[config.mk]
export PLATFORM = sky130hd
export DESIGN_NAME = wb_write_arbiter_flat
export DESIGN_NICKNAME = d
export VERILOG_FILES = /design/src/rtl/wb_write_arbiter_pkg.sv /design/src/rtl/wb_write_arbiter_if.sv /design/src/rtl/wb_scoreboard.sv /design/src/rtl/wb_write_arbiter.sv /design/src/flat_wrapper.sv
export SDC_FILE = /design/constraint.sdc
export NUM_CORES = 1
export LEC_CHECK = 0
export ABC_AREA = 0
export CORE_UTILIZATION = 41
export CTS_CLUSTER_SIZE = 8
export DETAILED_ROUTE_END_ITERATION = 10
export PLACE_DENSITY = 0.82
export SLEW_MARGIN = 25
export SYNTH_ARGS = -nofsm -noshare
export SYNTH_HDL_FRONTEND = slang
export SYNTH_SLANG_ARGS = --single-unit
[constraint.sdc]
create_clock -name clk -period 2.4 [get_ports clk]
set_input_delay 0.24 -clock clk [delete_from_list [all_inputs] [get_ports clk]]
set_output_delay 0.24 -clock clk [all_outputs]
set_load 0.01 [all_outputs]
[src/rtl/wb_write_arbiter_pkg.sv]
// Shared CPU writeback constants and the source-select encoding.
package wb_write_arbiter_pkg;
  localparam int DW   = 32;
  localparam int AW   = 5;
  localparam int NREG = 32;

  typedef enum logic [1:0] {
    SRC_NONE = 2'd0,
    SRC_ALU  = 2'd1,
    SRC_LSU  = 2'd2,
    SRC_MDU  = 2'd3
  } src_e;
endpackage

[src/rtl/wb_write_arbiter_if.sv]
// Writeback bus: three sources, decode hazard query and register-file write port.
interface wb_write_arbiter_if
  import wb_write_arbiter_pkg::*;
#(
  parameter int DW   = wb_write_arbiter_pkg::DW,
  parameter int AW   = wb_write_arbiter_pkg::AW,
  parameter int NREG = wb_write_arbiter_pkg::NREG
) ();
  logic            alu_valid;
  logic [AW-1:0]   alu_rd;
  logic [DW-1:0]   alu_data;
  logic            lsu_valid;
  logic [AW-1:0]   lsu_rd;
  logic [DW-1:0]   lsu_data;
  logic            lsu_ready;
  logic            mdu_valid;
  logic [AW-1:0]   mdu_rd;
  logic [DW-1:0]   mdu_data;
  logic            mdu_ready;
  logic            iss_valid;
  logic [AW-1:0]   iss_rd;
  logic [AW-1:0]   rs1;
  logic [AW-1:0]   rs2;
  logic            stall;
  logic [AW-1:0]   rf_rd;
  logic [DW-1:0]   rf_indata;
  logic            rf_we;
  logic [NREG-1:0] pending;

  modport master (
    output alu_valid, alu_rd, alu_data,
    output lsu_valid, lsu_rd, lsu_data, input lsu_ready,
    output mdu_valid, mdu_rd, mdu_data, input mdu_ready,
    output iss_valid, iss_rd, rs1, rs2, input stall,
    input  rf_rd, rf_indata, rf_we, pending
  );

  modport slave (
    input  alu_valid, alu_rd, alu_data,
    input  lsu_valid, lsu_rd, lsu_data, output lsu_ready,
    input  mdu_valid, mdu_rd, mdu_data, output mdu_ready,
    input  iss_valid, iss_rd, rs1, rs2, output stall,
    output rf_rd, rf_indata, rf_we, pending
  );
endinterface

[src/rtl/wb_scoreboard.sv]
// Pending-write scoreboard for multi-cycle ops plus the decode RAW stall compare.
module wb_scoreboard
  import wb_write_arbiter_pkg::*;
#(
  parameter int AW   = wb_write_arbiter_pkg::AW,
  parameter int NREG = wb_write_arbiter_pkg::NREG
) (
  input  logic            clk,
  input  logic            rst_n,
  input  logic            set_en_i,
  input  logic [AW-1:0]   set_rd_i,
  input  logic            clr_en_i,
  input  logic [AW-1:0]   clr_rd_i,
  input  logic [AW-1:0]   rs1_i,
  input  logic [AW-1:0]   rs2_i,
  output logic [NREG-1:0] pending_o,
  output logic            stall_o
);
  logic [NREG-1:0] pend_q, pend_d;

  // Set is applied after clear so a re-issue to the same register keeps it claimed.
  always_comb begin
    pend_d = pend_q;
    if (clr_en_i) pend_d[clr_rd_i] = 1'b0;
    if (set_en_i && set_rd_i != '0) pend_d[set_rd_i] = 1'b1;
  end

  always_ff @(posedge clk or negedge rst_n) begin
    if (!rst_n) pend_q <= '0;
    else        pend_q <= pend_d;
  end

  assign pending_o = pend_q;
  assign stall_o   = (rs1_i != '0 && pend_q[rs1_i]) || (rs2_i != '0 && pend_q[rs2_i]);
endmodule

[src/rtl/wb_write_arbiter.sv]
// Merges ALU, LSU and MDU writebacks onto the single register-file write port.
module wb_write_arbiter
  import wb_write_arbiter_pkg::*;
#(
  parameter int DW   = wb_write_arbiter_pkg::DW,
  parameter int AW   = wb_write_arbiter_pkg::AW,
  parameter int NREG = wb_write_arbiter_pkg::NREG
) (
  input  logic                 clk,
  input  logic                 rst_n,
  wb_write_arbiter_if.slave    bus
);
  src_e          sel;
  logic [AW-1:0] win_rd;
  logic [DW-1:0] win_data;
  logic          last_lsu_q, last_lsu_d;
  logic [AW-1:0] rf_rd_q, rf_rd_d;
  logic [DW-1:0] rf_data_q, rf_data_d;
  logic          rf_we_q, rf_we_d;
  logic          mc_grant;

  // ALU first; LSU/MDU alternate when both wait. last_lsu_q=0 after reset favours LSU.
  always_comb begin
    sel = SRC_NONE;
    if (bus.alu_valid)                      sel = SRC_ALU;
    else if (bus.lsu_valid && bus.mdu_valid) sel = last_lsu_q ? SRC_MDU : SRC_LSU;
    else if (bus.lsu_valid)                 sel = SRC_LSU;
    else if (bus.mdu_valid)                 sel = SRC_MDU;
  end

  always_comb begin
    win_rd   = '0;
    win_data = '0;
    case (sel)
      SRC_ALU: begin win_rd = bus.alu_rd; win_data = bus.alu_data; end
      SRC_LSU: begin win_rd = bus.lsu_rd; win_data = bus.lsu_data; end
      SRC_MDU: begin win_rd = bus.mdu_rd; win_data = bus.mdu_data; end
      default: ;
    endcase
  end

  assign mc_grant      = (sel == SRC_LSU) || (sel == SRC_MDU);
  assign bus.lsu_ready = (sel == SRC_LSU);
  assign bus.mdu_ready = (sel == SRC_MDU);

  always_comb begin
    last_lsu_d = last_lsu_q;
    rf_rd_d    = rf_rd_q;
    rf_data_d  = rf_data_q;
    rf_we_d    = 1'b0;
    if (mc_grant) last_lsu_d = (sel == SRC_LSU);
    if (sel != SRC_NONE) begin
      rf_rd_d   = win_rd;
      rf_data_d = win_data;
      rf_we_d   = (win_rd != '0);
    end
  end

  always_ff @(posedge clk or negedge rst_n) begin
    if (!rst_n) begin
      last_lsu_q <= 1'b0;
      rf_rd_q    <= '0;
      rf_data_q  <= '0;
      rf_we_q    <= 1'b0;
    end else begin
      last_lsu_q <= last_lsu_d;
      rf_rd_q    <= rf_rd_d;
      rf_data_q  <= rf_data_d;
      rf_we_q    <= rf_we_d;
    end
  end

  assign bus.rf_rd     = rf_rd_q;
  assign bus.rf_indata = rf_data_q;
  assign bus.rf_we     = rf_we_q;

  wb_scoreboard #(.AW(AW), .NREG(NREG)) u_sb (
    .clk       (clk),
    .rst_n     (rst_n),
    .set_en_i  (bus.iss_valid),
    .set_rd_i  (bus.iss_rd),
    .clr_en_i  (mc_grant),
    .clr_rd_i  (win_rd),
    .rs1_i     (bus.rs1),
    .rs2_i     (bus.rs2),
    .pending_o (bus.pending),
    .stall_o   (bus.stall)
  );
endmodule

[src/flat_wrapper.sv]
// flat-port wrapper written by rule: the top's interface ports become plain ports
module wb_write_arbiter_flat import wb_write_arbiter_pkg::*;
#(
  parameter int DW   = wb_write_arbiter_pkg::DW,
  parameter int AW   = wb_write_arbiter_pkg::AW,
  parameter int NREG = wb_write_arbiter_pkg::NREG
)
  (clk, rst_n, bus_alu_valid, bus_alu_rd, bus_alu_data, bus_lsu_valid, bus_lsu_rd, bus_lsu_data, bus_lsu_ready, bus_mdu_valid, bus_mdu_rd, bus_mdu_data, bus_mdu_ready, bus_iss_valid, bus_iss_rd, bus_rs1, bus_rs2, bus_stall, bus_rf_rd, bus_rf_indata, bus_rf_we, bus_pending);
  wb_write_arbiter_if #(.DW(DW), .AW(AW), .NREG(NREG)) bus_i ();
  input  logic clk;
  input  logic rst_n;
  input wire logic [$bits(bus_i.alu_valid)-1:0] bus_alu_valid;
  input wire logic [$bits(bus_i.alu_rd)-1:0] bus_alu_rd;
  input wire logic [$bits(bus_i.alu_data)-1:0] bus_alu_data;
  input wire logic [$bits(bus_i.lsu_valid)-1:0] bus_lsu_valid;
  input wire logic [$bits(bus_i.lsu_rd)-1:0] bus_lsu_rd;
  input wire logic [$bits(bus_i.lsu_data)-1:0] bus_lsu_data;
  output wire logic [$bits(bus_i.lsu_ready)-1:0] bus_lsu_ready;
  input wire logic [$bits(bus_i.mdu_valid)-1:0] bus_mdu_valid;
  input wire logic [$bits(bus_i.mdu_rd)-1:0] bus_mdu_rd;
  input wire logic [$bits(bus_i.mdu_data)-1:0] bus_mdu_data;
  output wire logic [$bits(bus_i.mdu_ready)-1:0] bus_mdu_ready;
  input wire logic [$bits(bus_i.iss_valid)-1:0] bus_iss_valid;
  input wire logic [$bits(bus_i.iss_rd)-1:0] bus_iss_rd;
  input wire logic [$bits(bus_i.rs1)-1:0] bus_rs1;
  input wire logic [$bits(bus_i.rs2)-1:0] bus_rs2;
  output wire logic [$bits(bus_i.stall)-1:0] bus_stall;
  output wire logic [$bits(bus_i.rf_rd)-1:0] bus_rf_rd;
  output wire logic [$bits(bus_i.rf_indata)-1:0] bus_rf_indata;
  output wire logic [$bits(bus_i.rf_we)-1:0] bus_rf_we;
  output wire logic [$bits(bus_i.pending)-1:0] bus_pending;
  assign bus_i.alu_valid = bus_alu_valid;
  assign bus_i.alu_rd = bus_alu_rd;
  assign bus_i.alu_data = bus_alu_data;
  assign bus_i.lsu_valid = bus_lsu_valid;
  assign bus_i.lsu_rd = bus_lsu_rd;
  assign bus_i.lsu_data = bus_lsu_data;
  assign bus_lsu_ready = bus_i.lsu_ready;
  assign bus_i.mdu_valid = bus_mdu_valid;
  assign bus_i.mdu_rd = bus_mdu_rd;
  assign bus_i.mdu_data = bus_mdu_data;
  assign bus_mdu_ready = bus_i.mdu_ready;
  assign bus_i.iss_valid = bus_iss_valid;
  assign bus_i.iss_rd = bus_iss_rd;
  assign bus_i.rs1 = bus_rs1;
  assign bus_i.rs2 = bus_rs2;
  assign bus_stall = bus_i.stall;
  assign bus_rf_rd = bus_i.rf_rd;
  assign bus_rf_indata = bus_i.rf_indata;
  assign bus_rf_we = bus_i.rf_we;
  assign bus_pending = bus_i.pending;
  wb_write_arbiter #(.DW(DW), .AW(AW), .NREG(NREG)) u_core (.clk(clk), .rst_n(rst_n), .bus(bus_i));
endmodule
==> metrics.md <==
| Metric | Value |
|---|---|
| Xor-xnor portion of the synthesized cell area | 0% |
| Setup CP Type | flip-flop to primary output |
| Sw Pwr | between 1 and 1.5 mW |
| GP Congestion | about 0.9 |
| Final WL | 14.7 mm |
| Worst setup SP type | flip-flop |
| First-pass GRT wire length | about 23 mm |
| Placement row count | 36 |
| Final setup fails | 0 |
| Required time of the critical path | ~2.2 ns |
| Yosys reg bits | 71 |
| Antenna cells | 0 |
| Io pins | between 200 and 250 |
| Area growth syn-to-layout | 64.4% |
| Max IR drop VDD | about 270 uV |
| Pwr dens | 566 mW/mm2 |
| Total track usage | roughly 29% |
| Data arrival, critical path | 2.08 ns |
| Mapped Area | around 0.0041 mm2 |
| Grt total ovfl | 0 |
| Largest net degree at the start of global routing | 72 |
| Synthesized area per cell | 9.46 um2 |
| CTS clk-pin slew, worst paths | around 0.080 ns |
| Outcome | complete, no violations |
| WL per Instance | between 15 and 20 um |
| Simple-gate share of the synthesized area | between 15 and 20% |
| # DRC | 0 |
| Final hold vios | 0 |
| Post-synthesis adder-cell area fraction | 0% |
| Setup_tns | 0 ns |
| Initial core utilization | between 40% and 50% |
| Placed Cells | slightly below 800 |
| Net Sw Frac | between 30% and 40% |
| Sequential share of the synthesized area | between 40% and 50% |
| Core area | between 0.009 and 0.01 mm2 |
| Inserted Clock Buffers | 9 |
| Reported leakage power | about 2.6 nW |
| Cell Count, Final, Fillers Out | 792 |
| WHS | 0.00618 ns |
| DIE AREA | 0.0104 mm2 |
| Syn_nets | around 570 |
| Clk root buf | clkbuf_8 |
| CP Capture Type | primary output |
| Syn Inst Count | between 400 and 500 |
| Initial antenna violation count | 0 |
| Vias in the first global route | ~4500 |
| Clk_skew | around 0.005 ns |
| Total Power | around 3.8 mW |
| Htree depth | 3 |
| DR iter-0 viols | between 200 and 250 |
| Antenna viol nets, final | 0 |
| Fmax | 432 MHz |
| Largest family of logic cells by synthesized area | compound AO/OA/AOI/OAI gates |
| Seq pwr share | just under 40% |
| # fillers | ~760 |
| Post-synthesis mux area share | under 10% |
| Max-Cap Viols | 0 |
| Skew-Pair Late Insertion Delay | 0.35 ns |
| Synth Area in Compound Gates | between 20 and 25% |
| Clock sink total | around 70 |
| Crit path time final | 2.32 ns |
| Via count | 4591 |
| Unique masters post-synth | 40 |
| Clock Path Buffers | 2 |
| CTS tree | built |
| Clock power frac | 25.4% |
| Max-slew headroom at the worst pin | between 30 and 40% |
| P_int | between 2 and 3 mW |
| YS warnings | 0 |
| Die width | about 100 um |
| Comb power frac | 35.3% |
| Die Y-Extent | between 100 and 150 um |
| Tcrit/Tclk final | 96.5% |
| Port Buffers | slightly above 200 |
| Layout cell share with drive strength beyond 1 | 13.4% |
| Worst Path Max Fanout | 4 |
| Hold crit path type | input pin to asynchronous set/reset pin |
| Final Max Slew Viols | 0 |
| Final core occ | ~70% |
| Worst Max-Slew Pin Slew | 0.904 ns |
| Via-to-Cell Ratio | between 5 and 6 |
| HPWL Detailed | between 10 and 15 mm |
| First-pass iteration count of the detailed router | 5 |
| Nets | 786 |
-- cells by family (layout without fill, tap and decap cells) --
family	Yosys count	in the layout
buf+inv	43	268
mux	20	20
flops	71	71
simple gates	157	157
compound gates	143	143
-- power by group through the flow --
stage / clock, mW / sequential [mW] / combinational (mW)
CTS: 0.983 / 1.49 / 1.35
floorplan: 0 / 1.56 / 0.472
global route: 1.03 / 1.52 / 1.46
global placement: 0 / 1.51 / 1.30
finish: 0.969 / 1.50 / 1.35
detailed placement: 0 / 1.52 / 1.34
-- per-layer routing --
layer | vias up | wire [um] | part of all wire (%) | global-route usage [%]
met3 | 35 | 1440 | 9.8 | 7.05
met1 | 2193 | 5320 | 36 | 34.1
li1 | 2095 | - | - | -
met2 | 268 | 7460 | 51 | 51.1
met4 | 0 | 450 | 3.1 | 13.6
met5 | - | 0 | 0 | 0
-- state kept, by name, indices dropped and copies added, names as in the netlist --
| name | flops |
|---|---|
| u_core.bus.rf_indata | 32 |
| u_core.bus.rf_rd | 5 |
| u_core.bus.rf_we | 1 |
| u_core.last_lsu_q | 1 |
| u_core.u_sb.pending_o | 32 |
-- final timing paths --
path                                               startpoint                              endpoint  slack (ns)  cells after the start
max in group asynchronous                               rst_n    u_core.u_sb.pending_o[4]$_DFF_PN0_        1.76                      1
min                                                     rst_n   u_core.u_sb.pending_o[25]$_DFF_PN0_       0.006                      1
max                        u_core.u_sb.pending_o[6]$_DFF_PN0_                             bus_stall        0.08                      5
max reg2reg                     u_core.last_lsu_q$_DFFE_PN0N_   u_core.u_sb.pending_o[14]$_DFF_PN0_        0.39                      6
min reg2reg                   u_core.bus.rf_rd[0]$_DFFE_PN0P_       u_core.bus.rf_rd[0]$_DFFE_PN0P_        0.49                      2
min in group clk                             bus_mdu_data[24]  u_core.bus.rf_indata[24]$_DFFE_PN0P_        0.42                      3
-- through the flow --
step                      worst slack, ns  area, um2
after floorplan                     0.393       4100
after global placement             -0.359       6520
after detailed placement           -0.390       6520
after CTS                         0.00722       6740
after global routing              -0.0110       6750
final                              0.0847       6750
-- synthesized netlist by cell type, drive strengths merged --
cell	count	share of area, %
and3	1	0.15
a221oi	35	7.9
nand4	1	0.15
or2	1	0.15
mux2	1	0.27
nor2	40	3.7
a32o	1	0.24
inv	7	0.64
and2	5	0.76
o311ai	1	0.21
and2b	1	0.18
a221o	3	0.73
a21boi	2	0.37
nand3	19	2.3
nand2b	3	0.46
nor3	4	0.61
and4	1	0.21
clkbuf	26	2.4
or3	3	0.46
nor3b	5	0.91
mux2i	4	0.98
or4b	1	0.24
o21ai	31	3.8
nand3b	5	0.91
o41ai	18	4.2
buf	10	1.6
dfrtp	71	43
a21oi	34	4.1
and3b	3	0.64
o211ai	3	0.55
nand2	64	5.9
o31ai	14	2.6
mux4	15	8.2
o22ai	1	0.15
-- what timing repair did --
action / CTS / global route
resized for setup: 7 / 5
hold buffers: 0 / 0
endpoints found under the setup margin: 1 / 2
buffers inserted: 3 / 0
pin swaps: 0 / 0
hold endpoints to repair: 0 / 0
-- critical path, stage by stage (launching register included) --
cell and delay, ns:
dfrtp_1 0.43, mux4_2 0.47, mux4_2 0.48, o22ai_2 0.15, nand2_1 0.07, clkbuf_2 0.13
-- layout by cell type (no fill, tap or decap), types with 4 or more instances in the layout --
cell             instances
nor2_1                  39
nand3b_1                 5
o21ai_0                 29
inv_1                    7
and2_1                   5
mux2i_1                  4
nor3b_1                  5
buf_4                   36
nand3_1                 19
o41ai_1                 16
clkdlybuf4s50_1        198
mux4_2                  15
o31ai_1                 14
a21oi_1                 34
dfrtp_1                 69
buf_12                   6
clkbuf_8                 9
a221oi_1                32
nand2_1                 64
-- area by class of cell --
cell class / instances / area [um2] / share of cell area, %
Inverter: 7 / 26.3 / 0.389
Multi-Input combinational cell: 320 / 2160 / 32.0
Clock inverter: 7 / 73.8 / 1.09
Clock buffer: 9 / 124 / 1.84
Timing Repair Buffer: 245 / 2420 / 35.8
Tap cell: 133 / 166 / 2.47
Sequential cell: 71 / 1780 / 26.4
No activity file was read; power rests on OpenSTA's default activity.
